==> src/rtl/scoreboard_display_sequencer.sv <==
// scoreboard_display_sequencer
//
// Drives the shared 7-segment digit bus for an N-player scoreboard. Each
// player in turn gets BLINK_COUNT on/off blinks of their player number on
// digit 0, followed by their score from the most significant non-zero digit
// down to the ones digit. The score is snapshotted when the player's first
// blink starts and converted to BCD by a sequential double-dabble. Scores too
// large for the display show as all nines.
//
// Ports:
//   clk_i            : clock
//   rst_i            : asynchronous active-high reset
//   enable_i         : run; low forces IDLE with a blank display
//   scores_i         : packed scores, player p at [p*SCORE_W +: SCORE_W]
//   digit_o          : BCD digit or player number, 4'hF = blank
//   segment_select_o : one-hot digit enable, all zero = none
//   player_o         : 0-based index of the player being sequenced
//   state_o          : 0 IDLE, 1 BLINK_ON, 2 BLINK_OFF, 3 DIGIT
//   frame_done_o     : one-cycle pulse when sequencing wraps back to player 0

module scoreboard_display_sequencer #(
  parameter int N_PLAYERS    = 2,
  parameter int SCORE_W      = 8,
  parameter int N_DIGITS     = 3,
  parameter int BLINK_HALF   = 1_048_576,
  parameter int BLINK_COUNT  = 3,
  parameter int DIGIT_CYCLES = 1_048_576
) (
  input  logic                           clk_i,
  input  logic                           rst_i,
  input  logic                           enable_i,
  input  logic [N_PLAYERS*SCORE_W-1:0]   scores_i,
  output logic [3:0]                     digit_o,
  output logic [N_DIGITS-1:0]            segment_select_o,
  output logic [3:0]                     player_o,
  output logic [1:0]                     state_o,
  output logic                           frame_done_o
);

  localparam int PH_MAX = (BLINK_HALF > DIGIT_CYCLES) ? BLINK_HALF : DIGIT_CYCLES;
  localparam int PH_W   = $clog2(PH_MAX + 1);
  localparam int BL_W   = $clog2(BLINK_COUNT + 1);
  localparam int K_W    = (N_DIGITS > 1) ? $clog2(N_DIGITS) : 1;
  localparam int CV_W   = $clog2(SCORE_W + 2);
  localparam int BCD_W  = 4 * N_DIGITS;

  localparam logic [PH_W-1:0]     BH_LAST     = PH_W'(BLINK_HALF - 1);
  localparam logic [PH_W-1:0]     DC_LAST     = PH_W'(DIGIT_CYCLES - 1);
  localparam logic [BL_W-1:0]     BC_LAST     = BL_W'(BLINK_COUNT - 1);
  localparam logic [3:0]          LAST_PLAYER = 4'(N_PLAYERS - 1);
  localparam logic [CV_W-1:0]     SHIFT_LAST  = CV_W'(SCORE_W);
  localparam logic [N_DIGITS-1:0] SEL_ONES    = N_DIGITS'(1);
  localparam logic [BCD_W-1:0]    ALL_NINES   = {N_DIGITS{4'd9}};

  // The BCD conversion must finish before the digit phase begins.
  if (2 * BLINK_HALF * BLINK_COUNT < SCORE_W + 2) begin : g_blink_too_short
    $error("blink phases too short to cover the BCD conversion");
  end

  typedef enum logic [1:0] {
    IDLE      = 2'd0,
    BLINK_ON  = 2'd1,
    BLINK_OFF = 2'd2,
    DIGIT     = 2'd3
  } state_t;

  state_t            state_q, state_d;
  logic [PH_W-1:0]   phase_q, phase_d;
  logic [BL_W-1:0]   blink_q, blink_d;
  logic [K_W-1:0]    k_q, k_d;
  logic [3:0]        player_d;
  logic [3:0]        digit_d;
  logic [N_DIGITS-1:0] sel_d;
  logic              frame_d;
  logic              load_snap;
  logic              clear_all;

  logic [3:0]        next_player;
  logic              last_player;
  logic [K_W-1:0]    top_k;
  logic [SCORE_W-1:0] snap_slice;

  // Conversion datapath. snap_q rotates through itself during conversion so
  // that after SCORE_W shifts it again holds the snapshot.
  logic [SCORE_W-1:0]          snap_q;
  logic [BCD_W-1:0]            bcd_work;
  logic [BCD_W-1:0]            bcd_adj;
  logic                        overflow_q;
  logic [CV_W-1:0]             conv_cnt;
  logic                        conv_busy;
  logic [N_DIGITS-1:0][3:0]    bcd_digits;

  assign state_o     = state_q;
  assign last_player = (player_o == LAST_PLAYER);
  assign next_player = last_player ? 4'd0 : player_o + 4'd1;

  // Highest non-zero BCD digit; digit 0 is always shown so zero displays "0".
  always_comb begin
    top_k = '0;
    for (int i = 1; i < N_DIGITS; i++) begin
      if (bcd_digits[i] != 4'd0) top_k = K_W'(i);
    end
  end

  // Score slice of the player about to start its first blink.
  always_comb begin
    snap_slice = '0;
    for (int p = 0; p < N_PLAYERS; p++) begin
      if (player_d == 4'(p)) snap_slice = scores_i[p*SCORE_W +: SCORE_W];
    end
  end

  // Double-dabble add-3 step. Only N_DIGITS digits are kept: the bit that
  // falls off the top on a shift means the value no longer fits, which is
  // exactly the saturation condition.
  always_comb begin
    bcd_adj = bcd_work;
    for (int i = 0; i < N_DIGITS; i++) begin
      if (bcd_work[4*i +: 4] >= 4'd5) bcd_adj[4*i +: 4] = bcd_work[4*i +: 4] + 4'd3;
    end
  end

  // Next-state and next-output logic; outputs are registered from these.
  always_comb begin
    state_d   = state_q;
    phase_d   = phase_q;
    blink_d   = blink_q;
    k_d       = k_q;
    player_d  = player_o;
    digit_d   = digit_o;
    sel_d     = segment_select_o;
    frame_d   = 1'b0;
    load_snap = 1'b0;
    clear_all = 1'b0;
    if (!enable_i) begin
      state_d   = IDLE;
      phase_d   = '0;
      blink_d   = '0;
      k_d       = '0;
      player_d  = '0;
      digit_d   = 4'hF;
      sel_d     = '0;
      clear_all = 1'b1;
    end else begin
      case (state_q)
        IDLE: begin
          state_d   = BLINK_ON;
          phase_d   = '0;
          blink_d   = '0;
          k_d       = '0;
          player_d  = '0;
          digit_d   = 4'd1;
          sel_d     = SEL_ONES;
          load_snap = 1'b1;
        end
        BLINK_ON: begin
          if (phase_q == BH_LAST) begin
            state_d = BLINK_OFF;
            phase_d = '0;
            digit_d = 4'hF;
          end else begin
            phase_d = phase_q + PH_W'(1);
          end
        end
        BLINK_OFF: begin
          if (phase_q == BH_LAST) begin
            phase_d = '0;
            if (blink_q == BC_LAST) begin
              state_d = DIGIT;
              blink_d = '0;
              k_d     = top_k;
              digit_d = bcd_digits[top_k];
              sel_d   = SEL_ONES << top_k;
            end else begin
              state_d = BLINK_ON;
              blink_d = blink_q + BL_W'(1);
              digit_d = player_o + 4'd1;
            end
          end else begin
            phase_d = phase_q + PH_W'(1);
          end
        end
        DIGIT: begin
          if (phase_q == DC_LAST) begin
            phase_d = '0;
            if (k_q == '0) begin
              state_d   = BLINK_ON;
              player_d  = next_player;
              frame_d   = last_player;
              digit_d   = next_player + 4'd1;
              sel_d     = SEL_ONES;
              load_snap = 1'b1;
            end else begin
              k_d     = k_q - K_W'(1);
              digit_d = bcd_digits[k_d];
              sel_d   = SEL_ONES << k_d;
            end
          end else begin
            phase_d = phase_q + PH_W'(1);
          end
        end
        default: state_d = IDLE;
      endcase
    end
  end

  // Sequencer state and registered outputs.
  always_ff @(posedge clk_i or posedge rst_i) begin
    if (rst_i) begin
      state_q          <= IDLE;
      phase_q          <= '0;
      blink_q          <= '0;
      k_q              <= '0;
      player_o         <= '0;
      digit_o          <= 4'hF;
      segment_select_o <= '0;
      frame_done_o     <= 1'b0;
    end else begin
      state_q          <= state_d;
      phase_q          <= phase_d;
      blink_q          <= blink_d;
      k_q              <= k_d;
      player_o         <= player_d;
      digit_o          <= digit_d;
      segment_select_o <= sel_d;
      frame_done_o     <= frame_d;
    end
  end

  // Snapshot and sequential BCD conversion: SCORE_W shift cycles, then one
  // cycle that publishes the digits (or all nines on overflow).
  always_ff @(posedge clk_i or posedge rst_i) begin
    if (rst_i) begin
      snap_q     <= '0;
      bcd_work   <= '0;
      overflow_q <= 1'b0;
      conv_cnt   <= '0;
      conv_busy  <= 1'b0;
      bcd_digits <= '0;
    end else if (clear_all) begin
      snap_q     <= '0;
      bcd_work   <= '0;
      overflow_q <= 1'b0;
      conv_cnt   <= '0;
      conv_busy  <= 1'b0;
      bcd_digits <= '0;
    end else if (load_snap) begin
      snap_q     <= snap_slice;
      bcd_work   <= '0;
      overflow_q <= 1'b0;
      conv_cnt   <= '0;
      conv_busy  <= 1'b1;
    end else if (conv_busy) begin
      if (conv_cnt == SHIFT_LAST) begin
        conv_busy  <= 1'b0;
        bcd_digits <= overflow_q ? ALL_NINES : bcd_work;
      end else begin
        bcd_work   <= {bcd_adj[BCD_W-2:0], snap_q[SCORE_W-1]};
        overflow_q <= overflow_q | bcd_adj[BCD_W-1];
        snap_q     <= (snap_q << 1) | (snap_q >> (SCORE_W - 1));
        conv_cnt   <= conv_cnt + CV_W'(1);
      end
    end
  end

endmodule

==> config.mk <==
export PLATFORM = sky130hd
export DESIGN_NAME = scoreboard_display_sequencer
export DESIGN_NICKNAME = d
export VERILOG_FILES = /design/src/rtl/scoreboard_display_sequencer.sv
export SDC_FILE = /design/constraint.sdc
export NUM_CORES = 1
export LEC_CHECK = 0
export ABC_AREA = 1
export CAP_MARGIN = 0
export CORE_ASPECT_RATIO = 1.75
export CORE_MARGIN = 1
export CORE_UTILIZATION = 54
export CTS_BUF_LIST = sky130_fd_sc_hd__clkbuf_2
export CTS_CLUSTER_SIZE = 30
export DETAILED_ROUTE_END_ITERATION = 6
export GPL_TIMING_DRIVEN = 0
export PLACE_DENSITY = 0.71
export SYNTH_ARGS = -nofsm -noshare
export SYNTH_HDL_FRONTEND = slang
export SYNTH_SLANG_ARGS = --single-unit
==> constraint.sdc <==
create_clock -name clk_i -period 3.1 [get_ports clk_i]
set_clock_uncertainty 0.15 [all_clocks]
set_input_delay 0.62 -clock clk_i [delete_from_list [all_inputs] [get_ports clk_i]]
set_output_delay 0.62 -clock clk_i [all_outputs]
set_load 0.02 [all_outputs]
# Word level (Yosys, flattened, before mapping)

Cells that the tools add are included.

Register bits: 77
Output and inout port bits: 14
Logic and storage cells: 150

Add/sub/neg operators: 9
Magnitude comparators: 5
Equality and inequality tests: 21
Shift-type cells: 2
Multiplexer cells: 82
Bitwise operators: 2
Reductions and logical operators: 13

Operator list:

| cell                    | count |
|---|---|
| $mux W12                | 9 |
| $mux W4                 | 19 |
| $mux W8                 | 6 |
| $mux W21                | 2 |
| $pmux W21 S2            | 1 |
| $mux W2                 | 15 |
| $add A21 B1 Y21 const B | 1 |
| $eq A21 B20 Y1 const B  | 1 |
| $ne A3 B3 Y1 const B    | 7 |
| $bmux W4 S2             | 2 |
| $mux W1                 | 16 |
| $pmux W4 S4             | 1 |
| $mux W3                 | 5 |
| $add A4 B1 Y4 const B   | 3 |
| $add A4 B2 Y4 const B   | 3 |
| $ge A4 B3 Y1 const B    | 3 |
| $pmux W3 S3             | 1 |
| $eq A4 B1 Y1 const B    | 2 |
| $or A8 B1 Y8            | 1 |
| $pmux W2 S4             | 1 |
| $pmux W4 S2             | 1 |
| $reduce_and A4 Y1       | 2 |
| $reduce_bool A4 Y1      | 2 |
| $eq A2 B2 Y1 const B    | 3 |
| other kinds (20)        | 27 |

# Depth between registers and ports, before layout

Depth in word-level cells: 11
Mapped depth: 17
Mapped depth without buffers: 15

# Worst setup path before layout

No wires, ideal clock.

Kind: register -> register
Start: register k_q[0]
End: register snap_q[1]
Setup time: 0.065 ns
Arrival time: 2.145 ns
Data required time: 2.885 ns
Setup slack: 0.740 ns
Stages on the path, launching flop included: 17
Buffers on the path: 3
Period minus slack after synthesis: 2.360 ns
Cell sequence: dfrtp_1 > clkbuf_1 > inv_1 > ha_1 > buf_2 > inv_1 > buf_2 > nand2_1 > nand2_1 > nand3_1 > nand4_1 > nand2_1 > nor2_2 > nand3_1 > nand3_1 > nand2_1 > nand2_1

Cells in the longest elaborated chain, start to end: 10
Elaborated cells on any way between the ends: 18
Those cells by class: eq/ne (3); mux (12); reduce/logical (3)

RTL lines:

| element                  | line | RTL |
|---|---|---|
| start: declaration       | 70   | `logic [K_W-1:0] k_q, k_d;` |
| start signal: assignment | 222  | `k_q <= k_d;` |
| $logic_not A2 Y1 *       | 186  | `if (k_q == '0) begin` |
| $mux W4 *                | 186  |  |
| $mux W4 *                | 184  | `if (phase_q == DC_LAST) begin` |
| $pmux W4 S2 *            | 145  | `case (state_q)` |
| $mux W4 *                | 135  | `if (!enable_i) begin` |
| net player_d[0]          | 71   | `logic [3:0] player_d;` |
| $logic_not A4 Y1         | 109  | `if (player_d == 4'(p)) snap_slice = scores_i[p*SCORE_W +: SCORE_W];` |
| $mux W8                  | 109  |  |
| $mux W8 *                | 109  |  |
| $mux W8 *                | 247  | `end else if (load_snap) begin` |
| $mux W8 *                | 240  | `end else if (clear_all) begin` |
| end signal: assignment   | 248  | `snap_q <= snap_slice;` |
| end signal: assignment   | 260  | `snap_q <= (snap_q << 1) \| (snap_q >> (SCORE_W - 1));` |
| end: declaration         | 85   | `logic [SCORE_W-1:0] snap_q;` |

Mark *: on every way through the listed nets, which the timed path passes. The rest lies on a longest branch.
A chain may end at the register's enable or synchronous reset.

# Worst setup path in the final report

Start: register k_q[0]
End: register snap_q[5]

Same word-level chain as after synthesis.

==> out/metrics.sh <==
STATUS='finished, final reports clean'
FIRSTDRTPASSITERS=4
COMPOUND_GATE_FRACTION_OF_SYNTH_AREA=0.141
PWR_DENSITY_CELL_mW_PER_MM2=548
MAIN_COMBINATIONAL_CELL_FAMILY_BY_AREA_AFTER_SYNTHESIS='simple AND/OR/NAND/NOR gates'
CLK_PIN_SLEW_NS=0.22
TOTALNEGATIVESETUPSLACK_NS=0
LAYOUT_WORST_PATH_CYCLE_SHARE=0.872
CTS.ROOT.BUFFER_CELL='sky130_fd_sc_hd__clkbuf_2'
GR-USAGE-ALL-LAYERS=0.265
YOSYS_MOST_USED_DFF='sky130_fd_sc_hd__dfrtp_1'
CORE.ROWCOUNT=44
FRACTION_OF_SYNTHESIZED_AREA_IN_MULTIPLEXERS=0
SYNTH.TOP_CELLS.BY_AREA='sky130_fd_sc_hd__dfrtp_1 (39%), sky130_fd_sc_hd__nand2_1 (9.7%), sky130_fd_sc_hd__inv_1 (6.3%)'
CTS_MADE_BUFFERS=9
DPL_CELL_AREA_MM2=0.00513
SYN_INST=601
CRIT_TOP_CELL='sky130_fd_sc_hd__nand2_1'
POSTCTSSETUPBUFFERS=0
GRT_FIRST_PASS_WIRELENGTH_UM=18600
GRT_MAX_DEGREE=47
GRT_ANTENNA_BEFORE_REPAIR=1
IRDROPWORSTVDD_V=0.000462
CRITPATHMAXSTAGEDELAY_NS=0.53
ROUTED_WL_UM=11000
CPMAXSTAGEDELAYCELL='sky130_fd_sc_hd__dfrtp_2'
SETUP.WORST_PATH.START_CLASS='flip-flop'
SYNTHARSTFLOPSHARE=1.00
SYNTHADDERAREAFRAC=0.0538
MIN-DELAY-PATH-CLASS='in2async'
RELSLEWSLACK=0.679
SYNTH.LIB_CELLS_USED.DISTINCT=44
VIA_COUNT_OF_THE_FIRST_GLOBAL_ROUTING_PASS=4203
MAXSLEWVIOLCOUNT=0
YOSYS_WARNINGS=0
SYN_AREA_MM2=0.00465
DRTANTENNAVIOLNETS=0
TIMING.CRITICAL_PATH.CELLS='inv_1, ha_1, buf_2, inv_1, buf_2, nand2_1, nand2_1, nand3_1, nand4_1, nand2_1, nor2_2, nand3_1, nand3_1, nand2_1, nand2_1'
DIE-HEIGHT_UM=125
SYNTH_SEQUENTIAL_AREA_RATIO=0.416
POST_SYNTH.CELL_AREA_AVG_UM2=7.73
DOMINANT_CELL_BY_COUNT_IN_THE_SYNTHESIZED_NETLIST='sky130_fd_sc_hd__nand2_1'
MAXCAPVIOLATIONS=0
CLOCK_SINKS=77
FINALPOWER_uW=2870
ARRIVAL_NS=3.02
CRITICAL_PATH_BUF_INV_COUNT=4
DATA_REQUIRED_TIME_OF_THE_WORST_PATH_NS=3.42
IO_PINS=33
DRC=0
MEAN_ROUTED_WIRELENGTH_PER_CELL_UM=14.3
PATH_DELAY_FAMILY='simple AND/OR/NAND/NOR gates'
DIEAREA_MM2=0.00900
CTS_HOLD_BUFFERS=0
YOSYS-TOP-CELLS-COUNT='sky130_fd_sc_hd__nand2_1 (120), sky130_fd_sc_hd__inv_1 (78), sky130_fd_sc_hd__dfrtp_1 (73), sky130_fd_sc_hd__nor2_1 (66)'
WORST-SLEW-PIN-TRANSITION_NS=0.481
MAX_FREQ_MHz=370
SYNTH_ENABLE_FLOP_CELLS=0
DRIVE_ABOVE_1_SHARE=0.102
GRT_OVERFLOW=0
VIAS=4064
CTS_TREE='yes'
TIMING.CRITICAL_PATH.DEPTH=15
SYNTH.FF_LATCH_COUNT=77
FLOORPLAN.INITIALDENSITY=0.559
SYNTH-XOR-AREA-SHARE=0.0301
TIMING.CRITICAL_PATH.TO_TYPE='flip-flop'
SYNTH_TOP_CELL_BY_AREA='sky130_fd_sc_hd__dfrtp_1'
FINALNETCOUNT=682
GP_CONGESTION=0.930
POSTSYNTHNETCOUNT=640
FINAL_CORE_UTIL=0.630
REPORT.FINAL.HOLD_VIOL_COUNT=0
MIN_PERIOD_NS=2.70
FRACTION_OF_POST_SYNTHESIS_CELL_AREA_IN_THE_TOP_CELL_TYPE_BY_AREA=0.393
DRT-INITIAL-DRC-COUNT=174
WORST-SETUP-PATH-TYPE='reg2reg'
AVGVIACOUNTPERCELL=5.32
P_LEAK_uW=0.00241
WORST-PATH-MAX-FANOUT=12
REG2REGPATHDEPTH=15
CTS_MAX_PATH_BUFFERS=2
DIE_WIDTH_UM=72.1
HTREE_LEVELS=3
PORT-BUFFER-COUNT=31
CORE-AREA_MM2=0.00831
AREAGROWTHSYNTHTOFINISH_PCT=12.7
POST_SYNTH_AND_OR_NAND_NOR_AREA_FRACTION=0.275
GRT_SETUP_UNREPAIRED='false'
DETAILEDPLACEMENTHPWL_UM=8740
SETUP_VIOL=0
FINAL_AREA_MM2=0.00524
CLOCK_INSERTION_DELAY_WORST_SKEW_NS=0.56
power breakdown:
group	leakage (uW)	total (uW)	switching (uW)	internal (uW)
Combinational	0.00129	1110	739	370
Clock	0.0000694	532	345	187
Sequential	0.00105	1230	86.7	1140
Total	0.00241	2870	1170	1700
kinds of logic after synthesis:
group / count (synthesis)
DFF: 77
AOI/OAI and AO/OA: 116
buffers and inverters: 98
adders and majority gates: 20
xor gates and xnor gates: 16
and+or+nand+nor: 274
metrics by stage:
step | hold slack, ns | std cells | setup slack [ns]
detailed placement | 0.316 | 748 | 0.194
finish | 0.229 | 764 | 0.397
global route | 0.237 | 764 | 0.110
global placement | 0.316 | 747 | -0.830
floorplan | 0.299 | 601 | 0.370
CTS | 0.210 | 764 | 0.126
routing by layer:
layer / GRT usage / vias to the layer above / wire length (um)
li1: - / 2050 / -
met1: 0.262 / 1911 / 4110
met2: 0.499 / 62 / 6150
met3: 0.0510 / 41 / 244
met4: 0.134 / 0 / 458
met5: 0 / - / 0
placed cells by master, fill, tap and decap left out, types with 5 or more instances in the layout:
cell type                         instances
sky130_fd_sc_hd__a31oi_1                  5
sky130_fd_sc_hd__inv_1                   77
sky130_fd_sc_hd__dfrtp_1                 72
sky130_fd_sc_hd__nor2_2                   6
sky130_fd_sc_hd__nor2_1                  66
sky130_fd_sc_hd__nand4_1                 12
sky130_fd_sc_hd__inv_2                    7
sky130_fd_sc_hd__o211ai_1                 6
sky130_fd_sc_hd__nand2_2                  6
sky130_fd_sc_hd__a21oi_1                 28
sky130_fd_sc_hd__clkdlybuf4s50_1         31
sky130_fd_sc_hd__o22ai_1                 10
sky130_fd_sc_hd__o21ai_1                 16
sky130_fd_sc_hd__nand3_1                 41
sky130_fd_sc_hd__o21ai_0                 41
sky130_fd_sc_hd__nand2_1                120
sky130_fd_sc_hd__nor3_1                   5
sky130_fd_sc_hd__xor2_1                  12
sky130_fd_sc_hd__ha_1                    20
sky130_fd_sc_hd__clkbuf_2                11
final timing paths:
kind	startpoint	endpoint	slack, ns
hold / removal	rst_i	phase_q[9]	0.23
min in group clk_i	enable_i	overflow_q	0.32
setup reg to reg	k_q[0]	snap_q[5]	0.40
setup / recovery	k_q[0]	snap_q[5]	0.40
hold reg to reg	snap_q[5]	snap_q[5]	0.35
max in group asynchronous	rst_i	snap_q[3]	1.95
what timing repair did:
action,CTS,global route
endpoints found under the setup margin,0,7
resized for setup,0,1
endpoints found under the hold margin,0,0
layout make-up:
class	instances	area, um^2
fillers	745	3070
clock inverters	5	51.3
plain buffers	8	50.0
multi-input cells	426	2330
clock buffers	11	55.1
repair buffers	32	338
inverters	89	339
flip-flops and latches	77	1930
well taps	115	144
diodes	1	2.50
sequential cells by signal, summed over array words and instances, names as in the netlist:
register,count
phase_q,21
bcd_work,12
segment_select_o,3
conv_busy,1
player_o,4
state_o,2
conv_cnt,4
frame_done_o,1
blink_q,2
digit_o,4
overflow_q,1
bcd_digits,12
k_q,2
snap_q,8
Note: power is estimated with default switching activity, not from simulation.
